`src/rtl/realign_queue.sv`:
```
// Halfword realignment queue between fetch and decode.
// Splits aligned fetch words and presents whole RV32/RVC instructions with their address.
module realign_queue #(
    parameter int unsigned           DEPTH         = 4,
    parameter int unsigned           ADDR_WIDTH    = 32,
    parameter bit                    EN_COMPRESSED = 1'b1,
    parameter logic [ADDR_WIDTH-1:0] RESET_PC      = '0
) (
    input  logic                          clk,
    input  logic                          rst,
    input  logic                          flush_i,
    input  logic [ADDR_WIDTH-1:0]         flush_addr_i,
    input  logic                          in_valid_i,
    output logic                          in_ready_o,
    input  logic [31:0]                   in_data_i,
    output logic                          out_valid_o,
    input  logic                          out_ready_i,
    output logic [31:0]                   out_instr_o,
    output logic [ADDR_WIDTH-1:0]         out_addr_o,
    output logic                          out_compressed_o,
    output logic [$clog2(2*DEPTH):0]      count_o
);

    localparam int unsigned SLOTS = 2 * DEPTH;
    localparam int unsigned PW    = $clog2(SLOTS);
    localparam int unsigned CW    = PW + 1;

    logic [15:0]           hw [SLOTS];
    logic [PW-1:0]         rd_ptr;
    logic [PW-1:0]         wr_ptr;
    logic [CW-1:0]         count;
    logic [ADDR_WIDTH-1:0] pc_q;
    logic                  skip_q;

    logic [PW-1:0]         rd_next;
    logic [PW-1:0]         wr_next;
    logic [15:0]           h0;
    logic [15:0]           h1;
    logic                  is_c;
    logic                  head_ok;
    logic                  push;
    logic                  pop;
    logic [CW-1:0]         push_n;
    logic [CW-1:0]         pop_n;
    logic                  unused_bit0;

    assign unused_bit0 = flush_addr_i[0];

    assign rd_next = rd_ptr + PW'(1);
    assign wr_next = wr_ptr + PW'(1);
    assign h0      = hw[rd_ptr];
    assign h1      = hw[rd_next];

    assign is_c    = EN_COMPRESSED && (h0[1:0] != 2'b11);
    assign head_ok = is_c ? (count >= CW'(1)) : (count >= CW'(2));

    // Ready looks only at the registered fill level so it never depends on decode.
    assign in_ready_o = (count <= CW'(SLOTS - 2));

    assign push = in_valid_i && in_ready_o && !flush_i;
    assign pop  = head_ok && out_ready_i && !flush_i;

    assign push_n = push ? (skip_q ? CW'(1) : CW'(2)) : CW'(0);
    assign pop_n  = pop ? (is_c ? CW'(1) : CW'(2)) : CW'(0);

    always_comb begin
        out_valid_o      = head_ok;
        out_compressed_o = is_c && head_ok;
        out_addr_o       = pc_q;
        count_o          = count;
        out_instr_o      = 32'h0;
        if (head_ok) begin
            out_instr_o = is_c ? {16'h0, h0} : {h1, h0};
        end
    end

    // Storage carries no reset; stale entries are never presented.
    always_ff @(posedge clk) begin
        if (!rst && push) begin
            if (skip_q) begin
                hw[wr_ptr] <= in_data_i[31:16];
            end else begin
                hw[wr_ptr]  <= in_data_i[15:0];
                hw[wr_next] <= in_data_i[31:16];
            end
        end
    end

    always_ff @(posedge clk) begin
        if (rst) begin
            rd_ptr <= '0;
            wr_ptr <= '0;
            count  <= '0;
            pc_q   <= RESET_PC;
            skip_q <= 1'b0;
        end else if (flush_i) begin
            rd_ptr <= '0;
            wr_ptr <= '0;
            count  <= '0;
            pc_q   <= {flush_addr_i[ADDR_WIDTH-1:1], 1'b0};
            skip_q <= EN_COMPRESSED && flush_addr_i[1];
        end else begin
            count  <= count + push_n - pop_n;
            rd_ptr <= rd_ptr + PW'(pop_n);
            wr_ptr <= wr_ptr + PW'(push_n);
            if (pop) begin
                pc_q <= pc_q + (is_c ? ADDR_WIDTH'(2) : ADDR_WIDTH'(4));
            end
            if (push) begin
                skip_q <= 1'b0;
            end
        end
    end

endmodule

```
`config.mk`:
```
export PLATFORM = sky130hd
export DESIGN_NAME = realign_queue
export DESIGN_NICKNAME = d
export VERILOG_FILES = /design/src/rtl/realign_queue.sv
export SDC_FILE = /design/constraint.sdc
export NUM_CORES = 1
export LEC_CHECK = 0
export CORE_ASPECT_RATIO = 0.7
export CORE_MARGIN = 1
export CORE_UTILIZATION = 50
export CTS_CLUSTER_SIZE = 25
export DETAILED_ROUTE_END_ITERATION = 7
export PLACE_DENSITY = 0.77
export SETUP_SLACK_MARGIN = 0.1
export SLEW_MARGIN = 40
export SYNTH_ARGS = -nofsm -noshare
export SYNTH_HDL_FRONTEND = slang
export SYNTH_SLANG_ARGS = --single-unit
```
`constraint.sdc`:
```
create_clock -name clk -period 3.8 [get_ports clk]
set_input_delay 0.76 -clock clk [delete_from_list [all_inputs] [get_ports clk]]
set_output_delay 0.76 -clock clk [all_outputs]
set_load 0.005 [all_outputs]
```
## Word level (Yosys, flattened, before mapping)

Memory sizes are Yosys's and may differ from the RTL's. A register that Yosys moved wholly into a read port is not among the register bits.
Cells that the tools add are included.

| cells by class | value |
|---|---|
| equality and inequality tests | 1 |
| reduce and logical (&&, ||, !) cells | 11 |
| magnitude comparators | 3 |
| multiplexer cells | 20 |
| add/sub/neg operators | 7 |
| bitwise gates (word level) | 1 |

Operator list:

| operator | number |
|---|---|
| two-way mux 32 bit | 4 |
| adder 32 x 3 -> 32 bit | 1 |
| two-way mux 16 bit | 1 |
| two-way mux 1 bit | 9 |
| two-way mux 2 bit | 4 |
| adder 3 x 1 -> 3 bit, second input constant | 2 |
| adder 3 x 2 -> 3 bit | 2 |
| logical AND 1 bit | 6 |
| two-way mux 3 bit | 2 |
| adder 4 x 2 -> 4 bit | 1 |
| >= comparator 4 x 1 -> 1 bit, second input constant | 1 |
| >= comparator 4 x 2 -> 1 bit, second input constant | 1 |
| <= comparator 4 x 3 -> 1 bit, second input constant | 1 |
| nonzero test 2 bit | 2 |
| subtractor 4 x 2 -> 4 bit | 1 |
| logical NOT 1 bit | 2 |
| != test 2 bit, second input constant | 1 |
| OR reduction 2 bit | 1 |
| bitwise OR 1 bit | 1 |

| word-level totals | value |
|---|---|
| logic and storage cells | 50 |
| input port bits | 69 |
| output and inout port bits | 71 |
| register bits after elaboration | 43 |
| memory bits (writable) | 128 |
| memories | 1 |

Memory list:

| name | words | bits a word | read ports | clocked after Yosys merged registers in | write ports | line | text |
|---|---|---|---|---|---|---|---|
| hw | 8 | 16 | 2 | 1 | 2 | 28 | `logic [15:0] hw [SLOTS];` |

## Depth between registers and ports, before layout

Gate-level depths: netlist of run 1.

| depth | value |
|---|---|
| depth in word-level cells | 7 |
| mapped depth | 15 |
| mapped depth without buffers | 14 |

## Worst setup path before layout of run 1

No wires, ideal clock.

| timing path | value |
|---|---|
| path type | reg2reg |
| from | reg rd_ptr[0] (netlist name) |
| to | reg pc_q[31] (netlist: out_addr_o[31]) |
| setup time | 0.128 ns |
| required time | 3.672 ns |
| stages on the path, launching flop included | 14 |
| path buffers | 1 |
| clock period less this slack | 3.725 ns |
| arrival | 3.597 ns |
| slack | 0.075 ns |
| path through | dfxtp_1 > buf_2 > mux4_2 > mux2i_4 > nor2_1 > inv_2 > ha_1 > inv_1 > fa_1 > nor4b_1 > nand3_1 > a2111oi_1 > xnor2_1 > o21ai_1 |

RTL lines:

| item | line | text |
|---|---|---|
| end signal, assigned | 100 | `pc_q <= {flush_addr_i[ADDR_WIDTH-1:1], 1'b0};` |
| end signal, assigned | 107 | `pc_q <= pc_q + (is_c ? ADDR_WIDTH'(2) : ADDR_WIDTH'(4));` |
| end, declared | 32 | `logic [ADDR_WIDTH-1:0] pc_q;` |

==> metrics.txt, run 1 <==
status finished, final reports clean; Max rail drop VDD 0.2412 mV; CORE AREA 19850 sq um; Syn. warnings 0; Ports 140; reg2reg setup slack 0.30 ns; Routed Antenna Nets 0; all-layer global routing usage 27.10%; Setup crit end kind output pin; final max-slew violation count 0; Hold Fails Final Rpt 0; IO buf count 137; grt total ovfl 0; Req. time, crit path 3.04 ns; crit share post-route 95.24%; CTS Hold Buffers Added 0; worst hold path class reg -> reg; # Max-Cap Violations 0; commonest cells after routing, fill and taps aside clkdlybuf4s50_1, edfxtp_1, mux2_1; die area 20930 sq um; Clock Latency Late Sink 0.43 ns; Mapped Avg Cell Area 12.97 sq um; Vias 7411; hold_ws 0.5816 ns; Logic pwr share 21.6%; final core utilization 64.60%; Slew HR 50.79%; Syn Inst Count 784; DRC 0; GP Congestion 0.8712; Worst Path Max Fanout 10; CTS root buffer clkbuf_16; Clock power frac 35.1%; worst slew pin tran 0.7371 ns; Starting Density 51.23%; Final Setup Violations 0; register area share after synthesis 46.06%; largest area contributor in the netlist edfxtp_1; arrival time at the worst endpoint 2.86 ns; Syn Nets 871; static leakage 4.231 nW; Total Nets Final 1024; routed len/inst 22.30 um; drt first pass iters 5; CTS tree yes; vias per cell 6.080; PwrDens 379.3 nW/um^2; Setup Skew 0.01367 ns; register clock-pin slew on the reported worst setup and hold paths 0.07 ns; clk sinks 170; Hold Crit Depth 3; Post-Syn Area 10170 sq um; Antenna diodes 0; hold_sp out_addr_o[30]$_SDFFE_PP0P_; Synth cell types 56; Reg2Reg Depth 12; fmax 0.2763 GHz; number of DRC markers in iteration 0 590; most common cell after layout, fill and taps aside clkdlybuf4s50_1; Synth Flop Type edfxtp_1; area grow syn2layout 26.09%; sequential fraction of design power 43.3%; pin count of the biggest net entering global routing 49; Post-synth EDFFs 128; crit path time final 3.619 ns; top cells by area, synth edfxtp_1, mux4_2, dfxtp_1; FF+latch count, synth 170; RSZ-0062 raised after global routing yes; Cell Rows 43; CTS Buf Count 17; routed wire length 27180 um; CP Class reg -> out; FF-to-FF End out_addr_o[21]$_SDFFE_PP0P_; crit start category flop; CTS HTree Levels 4; Hold EP out_addr_o[30]$_SDFFE_PP0P_; FFs w/ async S/R, synth 0%; internal power 3.529 mW; worst-case clock buffer depth 2; vias in the first global route 7243; Die Span X 172.5 um; Sw Share 27.45%; Setup TNS Final 0 ns; Post-DP HPWL 18370 um; antenna violations before repair 0; first-pass GRT wire length 41470 um; reg-to-reg critical path startpoint rd_ptr[0]$_SDFF_PP0_; share of the synthesized area in the top cell type 37.79%; layout cells sized above 1 25.71%; die height 121.3 um; Psw 1.335 mW
worst max-delay path, cell delays in order (launching register included):
cell             delay, ns
dfxtp_4               0.43
mux4_2                0.54
mux2i_4               0.18
nor2_1                0.10
inv_2                 0.09
a21o_1                0.17
a21boi_4              0.08
buf_12                0.16
nor2_2                0.15
clkdlybuf4s50_1       0.53
power by group through the flow:
stage	logic, mW	registers, mW	clock network [mW]
finish	1.05	2.11	1.71
global placement	0.966	2.15	0
detailed placement	0.996	2.15	0
floorplan	0.513	2.14	0
global route	1.13	2.11	1.78
CTS	1.04	2.11	1.71
metrics by stage:
step | cells | worst slack [ns] | cell area [sq um] | power [mW]
finish | 1219 | 0.1808 | 12820 | 4.864
CTS | 1218 | 0.1103 | 12790 | 4.863
detailed placement | 1183 | 0.1982 | 12180 | 3.144
global placement | 1179 | 0.1520 | 12120 | 3.113
floorplan | 784 | 0.2335 | 10180 | 2.651
global route | 1219 | 0.05217 | 12820 | 5.029
Yosys cell counts, types with 4 or more instances:
library cell	count
and3_1	7
edfxtp_1	128
mux2i_1	17
o21ai_1	5
a21oi_1	35
mux2_1	67
inv_1	26
xor2_1	4
nand3_1	11
nor2_1	50
buf_2	4
clkbuf_1	36
a211oi_1	22
xnor2_1	24
a21o_1	4
fa_1	5
and2_1	6
a2111oi_2	6
ha_1	13
o22ai_1	8
o21bai_1	4
buf_1	8
nand2_1	61
dfxtp_1	42
nand4_1	4
nor3_1	6
mux4_2	64
mux2_2	63
a31oi_1	7
flip-flops by register name, summed over array words and instances, names as in the netlist:
signal      flops
hw            128
rd_ptr          3
out_addr_o     31
wr_ptr          3
count_o         4
skip_q          1
worst max path at each step:
| stage | start | end | slack, ns | cells after the start |
|---|---|---|---|---|
| after floorplan | rd_ptr[0]$_SDFF_PP0_ | out_addr_o[31]$_SDFFE_PP0P_ | 0.23 | 13 |
| after global placement | rd_ptr[2]$_SDFF_PP0_ | out_instr_o[4] | 0.15 | 8 |
| after detailed placement | rd_ptr[0]$_SDFF_PP0_ | out_addr_o[31]$_SDFFE_PP0P_ | 0.20 | 12 |
| after CTS | rd_ptr[0]$_SDFF_PP0_ | out_instr_o[5] | 0.11 | 5 |
| after global routing | rd_ptr[0]$_SDFF_PP0_ | out_instr_o[4] | 0.05 | 9 |
| final | rd_ptr[0]$_SDFF_PP0_ | out_instr_o[4] | 0.18 | 9 |
final cells by class:
type	instances	area, sq um
Fill cell	1442	7028
Tap cell	270	337.8
Clock inverter	14	137.6
Sequential cell	170	4692
Multi-Input combinational cell	535	5321
Inverter	29	108.9
Clock buffer	17	425.4
Timing Repair Buffer	184	1802
per-layer routing:
layer,routed length [um],GRT usage (%),share of wire (%)
met1,12030,39.17,44
met2,12720,41.91,47
met3,1989,5.088,7.3
met4,446,7.190,1.6
met5,0,0,0
timing repair:
action / 4_1_cts / 5_1_grt
setup endpoints to repair: 30 / 15
resized for setup: 3 / 8
buffers inserted: 4 / 1
pin swaps: 1 / 0
cells by family after synthesis:
group | Yosys count | synth area share, %
buf+inv | 79 | 3.038
flops | 170 | 46.06
mux | 213 | 30.68
fa+ha+maj | 18 | 2.583
other cells | 1 | 0.03687
xor+xnor | 28 | 2.411
simple gates | 162 | 7.147
compound gates | 113 | 8.045
Power figures use the tool's default switching activity.
==> run 2, diff against run 1 <==
Settings changed: PLACE_DENSITY 0.77 to not set, PLACE_DENSITY_LB_ADDON set to 0.15.
==> run 2 against run 1 <==
Compared with the run above: via count barely moved; final area shrank 0.81%; maximum frequency grew 0.33%; cell count about the same; sequential power about the same; critical path type unchanged; highest routed layer unchanged.
==> metrics.txt, run 2 (synthesis gave the netlist of run 1 again) <==
register area 4691 sq um (about the same); number of DRC markers in iteration 0 668 (+13%); Vias 7418 (+0.094%); CTS Buf Count 17 (unchanged); CORE AREA 19850 sq um (unchanged); Largest Register hw; Worst Path Max Fanout 17 (+7); fmax 0.2772 GHz (+0.33%); Antenna diodes 0 (unchanged); Hold Fails Final Rpt 0 (unchanged); all-layer global routing usage 27.65% (+0.55 points); die height 121.3 um (unchanged); Total Nets Final 1024 (unchanged); first-pass GRT wire length 42310 um (+2.0%); Starting Density 51.23% (unchanged); clk sinks 170 (unchanged); total power 4.837 mW (-0.56%); RSZ-0062 raised after global routing yes; PwrDens 380.2 nW/um^2 (+0.25%); GP Congestion 0.8289 (-4.9%); Sw Share 26.30% (-1.1 points); Max rail drop VDD 0.2929 mV (+21%); area grow syn2layout 25.07%; vias in the first global route 7417 (+2.4%); Psw 1.272 mW (-4.7%); fillers 1483 (+2.8%); Die Span X 172.5 um (unchanged); Slowest-stage cell, CP mux4_2; status finished, final reports clean; Setup TNS Final 0 ns (unchanged); Slew HR 56.75% (+6.0 points); crit path time final 3.607 ns (-0.01177 ns); worst-case clock buffer depth 2 (unchanged); Clock power frac 35.0% (about the same); Req. time, crit path 3.04 ns (about the same); crit path cell chain mux4_2 > mux2i_4 > nor2_2 > inv_2 > a21o_1 > a21boi_2 > buf_12 > nor2_2 > clkdlybuf4s50_1; Routed Antenna Nets 0 (unchanged); CP dominant cell by count nor2_2; Clock Latency Late Sink 0.43 ns (about the same); static leakage 4.227 nW (about the same); commonest cells after routing, fill and taps aside clkdlybuf4s50_1, edfxtp_1, mux2_1; sequential fraction of design power 43.6% (+0.3 points); final max-slew violation count 0 (unchanged); Final Setup Violations 0 (unchanged); drt first pass iters 5 (unchanged); register clock-pin slew on the reported worst setup and hold paths 0.07 ns (about the same); WP buf/inv 3 (unchanged); IO buf count 137 (unchanged); CP Class reg -> out; layout cells sized above 1 24.63% (-1.1 points); routed wire length 27740 um (+2.1%); Post-DP HPWL 18450 um (+0.41%); # Max-Cap Violations 0 (unchanged); arrival time at the worst endpoint 2.85 ns (about the same); Largest register FFs 128 (unchanged); Setup crit end kind output pin; grt total ovfl 0 (unchanged); worst hold path class reg -> reg; CTS tree yes; Worst path top cell family by delay buffers and inverters; most common cell after layout, fill and taps aside clkdlybuf4s50_1; die area 20930 sq um (unchanged); routed len/inst 22.74 um (+2.0%); slowest stage delay, CP 0.55 ns (about the same); design area 12720 sq um (-0.81%); Area after DPL 12050 sq um (-1.0%); CTS HTree Levels 4 (unchanged); Logic pwr share 21.4% (-0.2 points); multi-input logic area 5248 sq um (-1.4%); pin count of the biggest net entering global routing 54 (+10%); Cell Rows 43 (unchanged); antenna violations before repair 0 (unchanged); worst slew pin tran 0.6478 ns (-0.08932 ns); internal power 3.565 mW (+1.0%); Ports 140 (unchanged); final core utilization 64.08% (-0.52 points); crit start category flop; Setup Skew 0.01340 ns (-0.0002674 ns); crit share post-route 94.93% (-0.31 points); CTS Hold Buffers Added 0 (unchanged); DRC 0 (unchanged); vias per cell 6.080 (about the same); CTS root buffer clkbuf_16
==> run 2: cell count changes in the layout (fill, tap and decap cells not counted), moves of 3 or more <==
cell | previous run | this run
o22ai_1 | 0 | 8
o22ai_2 | 8 | 0
buf_4 | 37 | 44
buf_6 | 6 | 1
a21oi_1 | 31 | 34
a21oi_2 | 4 | 1
clkbuf_8 | 0 | 3
inv_4 | 0 | 3
inv_6 | 4 | 1
==> run 2: tightest hold or removal path, delay by kind of cell, from the launching register on <==
kind            cells  cell delay (ns)
flops               1             0.36
compound gates      2             0.17
==> run 2: per-layer routing <==
metal  global-route usage, %  part of all wire, %  vias to the layer above
met4                   6.527                  1.0                        0
met5                       0                    0                        -
li1                        -                    -                     3352
met1                   39.42                   45                     3741
met2                   43.52                   47                      304
met3                   5.512                  7.4                       21
==> run 2: layout make-up <==
class                      instances  share of cell area (%)
multi-input combinational        535                   41.25
sequential                       170                   36.87
timing repair buffer             184                   13.82
clock buffer                      23                   4.092
tap                              270                   2.656
inverter                          29                  0.8557
clock inverter                     9                  0.4524
==> run 2: path summary, 6_finish.rpt <==
check | from | end | slack (ns) | depth (start not counted)
worst max-delay path | rd_ptr[0]$_SDFF_PP0_ | out_instr_o[14] | 0.19 | 9
worst min-delay path | out_addr_o[4]$_SDFFE_PP0P_ | out_addr_o[4]$_SDFFE_PP0P_ | 0.57 | 2
worst max register to register | rd_ptr[0]$_SDFF_PP0_ | out_addr_o[27]$_SDFFE_PP0P_ | 0.26 | 12
worst min register to register | out_addr_o[4]$_SDFFE_PP0P_ | out_addr_o[4]$_SDFFE_PP0P_ | 0.57 | 2
==> run 2: power groups by stage <==
stage | Clock, mW | Sequential, mW | Combinational (mW)
after floorplan | 0 | 2.14 | 0.513
after global placement | 0 | 2.15 | 0.975
after detailed placement | 0 | 2.15 | 0.998
after CTS | 1.71 | 2.11 | 1.02
after global routing | 1.78 | 2.12 | 1.11
final | 1.69 | 2.11 | 1.03
==> run 2: stage by stage <==
step	hold WS [ns]	worst slack [ns]	std cells
after global placement	0.5554	0.1596	1182
after floorplan	0.5327	0.2335	784
final	0.5704	0.1926	1220
after detailed placement	0.5551	0.06842	1182
after global routing	0.6030	0.03466	1220
after CTS	0.5656	0.1111	1219
==> run 2: repair_timing <==
item	CTS	global route
setup buffers	5	1
endpoints found under the setup margin	37	25
resized for setup	5	8
==> run 3, diff against run 2 <==
Settings changed: GPL_ROUTABILITY_DRIVEN set to 0.
==> results of run 3 <==
Final layout, timing and power as in run 2 (identical DEF).
